### config.mk
export PLATFORM = sky130hd
export DESIGN_NAME = vga_fb_controller
export DESIGN_NICKNAME = d
export VERILOG_FILES = /design/src/rtl/vga_fb_controller.sv
export SDC_FILE = /design/constraint.sdc
export NUM_CORES = 1
export LEC_CHECK = 0
export ABC_AREA = 1
export BUFFER_PORTS_ARGS = -buffer_cell sky130_fd_sc_hd__buf_2
export CAP_MARGIN = 20
export CORE_ASPECT_RATIO = 1.4
export CORE_UTILIZATION = 54
export DETAILED_ROUTE_END_ITERATION = 7
export PLACE_DENSITY_LB_ADDON = 0.2
export SETUP_SLACK_MARGIN = 0.02
export SYNTH_ARGS = -nofsm -noshare
export SYNTH_HDL_FRONTEND = slang
export SYNTH_SLANG_ARGS = --single-unit
export TNS_END_PERCENT = 100
### constraint.sdc
create_clock -name clk_i -period 1.7 [get_ports clk_i]
set_input_delay 0.51 -clock clk_i [delete_from_list [all_inputs] [get_ports clk_i]]
set_output_delay 0.51 -clock clk_i [all_outputs]
set_load 0.005 [all_outputs]
### src/rtl/vga_fb_controller.sv
// Frame buffer write-port controller: arbitrates host pixel writes against a full-screen fill, and stages colour changes to VS edges.
// Latency: a pixel request shows on FB_* one cycle later; a fill issues its first write one cycle after the start and then one write per cycle.
// Backpressure: one pixel write per two cycles, and requests wait while a fill runs; a colour word waits in a pending register until the next VS rise.
module vga_fb_controller #(
    parameter int          X_MAX           = 159,
    parameter int          Y_MAX           = 119,
    parameter logic [15:0] DEFAULT_COLOURS = 16'hFF00
) (
    input  logic        clk_i,
    input  logic        rst_ni,
    input  logic        pix_wr_req_i,
    input  logic [7:0]  pix_x_i,
    input  logic [6:0]  pix_y_i,
    input  logic        pix_data_i,
    output logic        pix_wr_ack_o,
    input  logic        fill_start_i,
    input  logic        fill_value_i,
    output logic        fill_busy_o,
    output logic        fill_done_o,
    input  logic        colour_wr_i,
    input  logic [15:0] colour_in_i,
    input  logic        vga_vs_i,
    output logic [15:0] config_colours_o,
    output logic        fb_we_o,
    output logic [14:0] fb_addr_o,
    output logic        fb_data_o
);

    typedef enum logic [1:0] {IDLE, PIX_ACK, FILL, DONE} state_e;

    localparam logic [7:0] XM = 8'(X_MAX);
    localparam logic [6:0] YM = 7'(Y_MAX);

    state_e      state_q;
    logic [7:0]  x_q;
    logic [6:0]  y_q;
    logic        fill_val_q;
    logic        pix_ack_q;
    logic        fill_busy_q;
    logic        fill_done_q;
    logic        fb_we_q;
    logic [14:0] fb_addr_q;
    logic        fb_data_q;

    logic [15:0] pend_q, pend_d;
    logic        pend_vld_q, pend_vld_d;
    logic        vs_q;
    logic [15:0] colours_q, colours_d;

    logic        pix_in_range;
    logic        fill_last;
    logic        vs_rise;

    assign pix_in_range = (pix_x_i <= XM) && (pix_y_i <= YM);
    assign fill_last    = (x_q == XM) && (y_q == YM);
    assign vs_rise      = vga_vs_i && !vs_q;

    // Write-port sequencer; every output is registered and follows the state it enters.
    // x_q/y_q always hold the address currently presented during a fill.
    always_ff @(posedge clk_i or negedge rst_ni) begin
        if (!rst_ni) begin
            state_q     <= IDLE;
            x_q         <= '0;
            y_q         <= '0;
            fill_val_q  <= 1'b0;
            pix_ack_q   <= 1'b0;
            fill_busy_q <= 1'b0;
            fill_done_q <= 1'b0;
            fb_we_q     <= 1'b0;
            fb_addr_q   <= '0;
            fb_data_q   <= 1'b0;
        end else begin
            case (state_q)
                IDLE: begin
                    pix_ack_q   <= 1'b0;
                    fb_we_q     <= 1'b0;
                    fill_done_q <= 1'b0;
                    if (fill_start_i) begin
                        // Fill wins over a simultaneous pixel request; that request stays pending.
                        state_q     <= FILL;
                        fill_val_q  <= fill_value_i;
                        x_q         <= '0;
                        y_q         <= '0;
                        fill_busy_q <= 1'b1;
                        fb_we_q     <= 1'b1;
                        fb_addr_q   <= '0;
                        fb_data_q   <= fill_value_i;
                    end else if (pix_wr_req_i) begin
                        // Out-of-range pixels are acknowledged but never written.
                        state_q   <= PIX_ACK;
                        pix_ack_q <= 1'b1;
                        fb_we_q   <= pix_in_range;
                        fb_addr_q <= {pix_y_i, pix_x_i};
                        fb_data_q <= pix_data_i;
                    end
                end
                PIX_ACK: begin
                    state_q   <= IDLE;
                    pix_ack_q <= 1'b0;
                    fb_we_q   <= 1'b0;
                end
                FILL: begin
                    if (fill_last) begin
                        state_q     <= DONE;
                        fb_we_q     <= 1'b0;
                        fill_busy_q <= 1'b0;
                        fill_done_q <= 1'b1;
                    end else if (x_q == XM) begin
                        x_q       <= '0;
                        y_q       <= y_q + 7'd1;
                        fb_addr_q <= {y_q + 7'd1, 8'd0};
                    end else begin
                        x_q       <= x_q + 8'd1;
                        fb_addr_q <= {y_q, x_q + 8'd1};
                    end
                    fb_data_q <= fill_val_q;
                end
                DONE: begin
                    state_q     <= IDLE;
                    fill_done_q <= 1'b0;
                end
                default: begin
                    state_q <= IDLE;
                end
            endcase
        end
    end

    // Colour staging: an edge commits only what was pending before this cycle; a same-cycle write becomes the new pending word.
    always_comb begin
        pend_d     = pend_q;
        pend_vld_d = pend_vld_q;
        colours_d  = colours_q;
        if (vs_rise && pend_vld_q) begin
            colours_d  = pend_q;
            pend_vld_d = 1'b0;
        end
        if (colour_wr_i) begin
            pend_d     = colour_in_i;
            pend_vld_d = 1'b1;
        end
    end

    // Colour registers; vs_q resets high so releasing reset with VS high is not an edge.
    always_ff @(posedge clk_i or negedge rst_ni) begin
        if (!rst_ni) begin
            pend_q     <= '0;
            pend_vld_q <= 1'b0;
            vs_q       <= 1'b1;
            colours_q  <= DEFAULT_COLOURS;
        end else begin
            pend_q     <= pend_d;
            pend_vld_q <= pend_vld_d;
            vs_q       <= vga_vs_i;
            colours_q  <= colours_d;
        end
    end

    assign pix_wr_ack_o     = pix_ack_q;
    assign fill_busy_o      = fill_busy_q;
    assign fill_done_o      = fill_done_q;
    assign fb_we_o          = fb_we_q;
    assign fb_addr_o        = fb_addr_q;
    assign fb_data_o        = fb_data_q;
    assign config_colours_o = colours_q;

endmodule

==> parameters.txt <==
Parameter                              Value

Outcome
  Run status ... completed

STA
  Setup-failing EPs final ... 0
  TNS Setup ... 0 ps
  F_max ... 0.633 GHz
  Slew at the pin with the worst max-slew slack ... 463 ps
  Final count of pins violating max slew ... 0
  RSZ-0062 raised after global routing ... false
  Final clock period utilization by the worst path ... between 90% and 100%
  Final WS setup ... about 120 ps
  Worst max-slew margin expressed relative to the limit ... roughly 69%
  Final Hold Violating Endpoints ... 0
  Final min period ... between 1500 and 2000 ps
  Worst Skew ... between 8 and 9 ps

Final layout
  Final-stage net count ... 553
  Final instance area ... between 4000 and 5000 um2
  Final antenna diode count ... 0
  Number of filler cells placed in the layout ... slightly below 500
  Sequential cell area ... 1810 um2
  Fraction of layout instances using a drive strength above 1 ... between 20% and 30%
  Multi-input logic area ... between 1000 and 1500 um2
  Final cell utilization of the core ... between 60% and 70%
  Area delta synth->final ... 22.8%

Routing
  Starting DRT DRC Count ... 200
  DR pass1 iterations ... 5
  Number of vias after detailed routing ... about 3,000
  Routed WL per cell ... between 10 and 15 um
  Detail Route Antenna Nets ... 0
  Post-route DRC violation count ... 0
  Total wirelength of the detailed-routed design ... 7710 um
  Vias/cell ... ~5.1

Job
  Max-cap violations ... 0

Placement
  Post-place setup slack ... 65.6 ps
  Final weighted congestion in routability-driven placement ... 0.932
  Placed standard-cell area ... 3940 um2
  Hpwl dp ... around 5700 um
  Port buffer count ... 74

Yosys
  Netlist area before placement ... 3430 um2
  Avg Synthesized Cell Area ... 8.17 um2
  Gate Count Post-Synth ... between 400 and 500
  Leading cell type by number of instances after synthesis ... sky130_fd_sc_hd__nand2_1
  Number of synthesized register bits ... just over 70
  Top post-synthesis cells by count ... sky130_fd_sc_hd__nand2_1 (159), sky130_fd_sc_hd__dfrtp_1 (63), sky130_fd_sc_hd__o21ai_0 (56), sky130_fd_sc_hd__inv_1 (36), sky130_fd_sc_hd__nand3_1 (22)
  Share of the yosys chip area belonging to registers ... ~53%
  Leading cell types by total area after synthesis ... sky130_fd_sc_hd__dfrtp_1 (46%), sky130_fd_sc_hd__nand2_1 (17%), sky130_fd_sc_hd__o21ai_0 (8.2%)
  Yosys cell types ... 32
  Cell type with the highest aggregate area in the netlist ... sky130_fd_sc_hd__dfrtp_1
  Yosys warning total ... 0
  Top_reg_cell synth ... sky130_fd_sc_hd__dfrtp_1
  Proportion of register bits with asynchronous set or reset after synthesis ... 100%
  Nets in the synthesized netlist ... around 470
  Number of flops mapped to enable cells by yosys ... 0
  Share of Yosys cell area claimed by the top area cell type ... a little under half

Worst setup path
  Crit. End Element ... flop
  Worst R2R End ... fb_addr_o[13]
  Max Fanout on Critical Path ... 5
  Data arrival time of the worst path ... between 1500 and 2000 ps
  Crit Path Category ... flop to flop
  CP Launch Type ... flop
  Required @ worst endpoint ... just under 2000 ps
  R2r worst-path depth ... 8
  Startpoint of the lowest-slack register-to-register path ... state_q[1]
  Setup slack of the worst register-to-register path ... 120 ps

Global route
  Total congestion overflow ... 0
  Pin count of the biggest net entering global routing ... 46
  Vias in the first global route ... 2,767
  GRT Total Usage ... about a quarter
  Initial antenna violation count ... 0
  First-pass GRT wire length ... ~13,000 um

Floorplanning
  Placement Rows ... 34
  Core Footprint ... 6170 um2
  Overall die width ... about 69 um
  Die Y-Extent ... 96.3 um
  DIE AREA ... roughly 6700 um2
  Top Ports ... between 70 and 80
  Initial standard-cell utilization of the core ... about 56%

Clock tree
  CTS tree ... done
  Clock Latency Late Sink ... roughly 360 ps
  Post-cts hold buffer count ... 0
  Number of buffers on the longest clock path ... 2
  Buffer cell driving the clock tree root ... sky130_fd_sc_hd__clkbuf_8
  H-tree level count ... 3
  Clock transition at the registers of the reported paths ... 80 ps
  CTS Buf Count ... 9
  Number of sinks driven by the clock tree ... 72

Hold path
  Min-Delay Path Class ... input port to async pin

Power
  Lkg Pwr ... 2.19 nW
  Internal Dissipation ... between 0.003 and 0.004 W
  Switching share of total power ... between 30% and 40%
  Seq pwr share ... a little under two fifths
  Power per cell area ... ~1400 nW/um2
  Combinational fraction of design power ... 37.0%
  Clock share of power ... ~25%
  Switching power ... 0.00225 W
  IR drop worst, VDD ... around 1000 uV
## through the flow
stage          power (W)  hold WS [ps]  instances
2_1_floorplan    0.00375           214        420
4_1_cts          0.00598           135        583
5_1_grt          0.00648           138        585
6_report         0.00606           137        585
3_3_place_gp     0.00440           460        567
3_5_place_dp     0.00447           468        567
## power by group through the flow
| stage | Clock [W] | Combinational (W) | Sequential, W |
|---|---|---|---|
| 3_3_place_gp | 0 | 0.00208 | 0.00232 |
| 5_1_grt | 0.00160 | 0.00253 | 0.00235 |
| 4_1_cts | 0.00153 | 0.00215 | 0.00230 |
| 2_1_floorplan | 0 | 0.00141 | 0.00233 |
| 3_5_place_dp | 0 | 0.00214 | 0.00233 |
| 6_report | 0.00150 | 0.00224 | 0.00231 |
## how the worst max path moves through the flow
stage                    endpoint         start  cells after the start
floorplan                  x_q[2]    state_q[0]                      9
global placement     fb_addr_o[7]    state_q[0]                      8
detailed placement   fb_addr_o[7]  fill_start_i                      9
CTS                        x_q[7]        x_q[0]                     10
global route        fb_addr_o[11]        x_q[1]                     11
finish              fb_addr_o[13]    state_q[1]                      8
## flip-flops by register name, indices dropped and copies added, names as in the netlist
signal	count
x_q	8
pend_q	16
state_q	2
fb_data_o	1
fb_we_o	1
config_colours_o	16
fill_busy_o	1
pend_vld_q	1
fill_done_o	1
fill_val_q	1
vs_q	1
pix_wr_ack_o	1
y_q	7
fb_addr_o	15
## cell families after synthesis
group | count (synthesis) | synth area share [%]
compound gates | 69 | 10.5
xor+xnor | 1 | 0.255
fa+ha+maj | 6 | 2.19
buf+inv | 52 | 6.56
flops | 72 | 52.8
mux | 1 | 0.328
simple gates | 219 | 27.4
## placed cells by master (no fill, tap or decap), drive strengths merged, types with 2 or more instances in the layout
cell      instances
dfrtp            63
nand2           162
nand4             3
nand3b            2
clkbuf           10
dfstp             9
nor3              2
clkinvlp          2
bufinv            2
a21oi             6
nand3            24
inv              42
o21ai            57
nor2             25
buf              88
ha                6
o21bai            3
## timing repair
| action | 4_1_cts | 5_1_grt |
|---|---|---|
| setup endpoints to repair | 0 | 32 |
| setup buffers | 0 | 2 |
| endpoints found under the hold margin | 0 | 0 |
| gates resized for setup | 0 | 13 |
## final cells by class
type,count,area share (%)
inverters,41,3.71
repair buffers,88,11.9
flip-flops and latches,72,43.0
multi-input cells,296,34.0
clock buffers,10,3.03
clock inverters,6,2.20
well taps,72,2.14
## worst max-delay path: stages (launching register included)
cell	delay [ps]
sky130_fd_sc_hd__dfrtp_1	420
sky130_fd_sc_hd__inv_1	90
sky130_fd_sc_hd__ha_2	220
sky130_fd_sc_hd__nand2_1	100
sky130_fd_sc_hd__nor2_2	170
sky130_fd_sc_hd__nor2_4	80
sky130_fd_sc_hd__buf_4	160
sky130_fd_sc_hd__a21oi_1	150
sky130_fd_sc_hd__a21oi_1	70
## routing by layer
layer  part of all wire, %  track usage, %
met1                    42            28.3
met3                   6.0            6.91
met2                    50            42.1
met4                   1.7            11.6
met5                     0               0
Power figures use the tool's default switching activity.
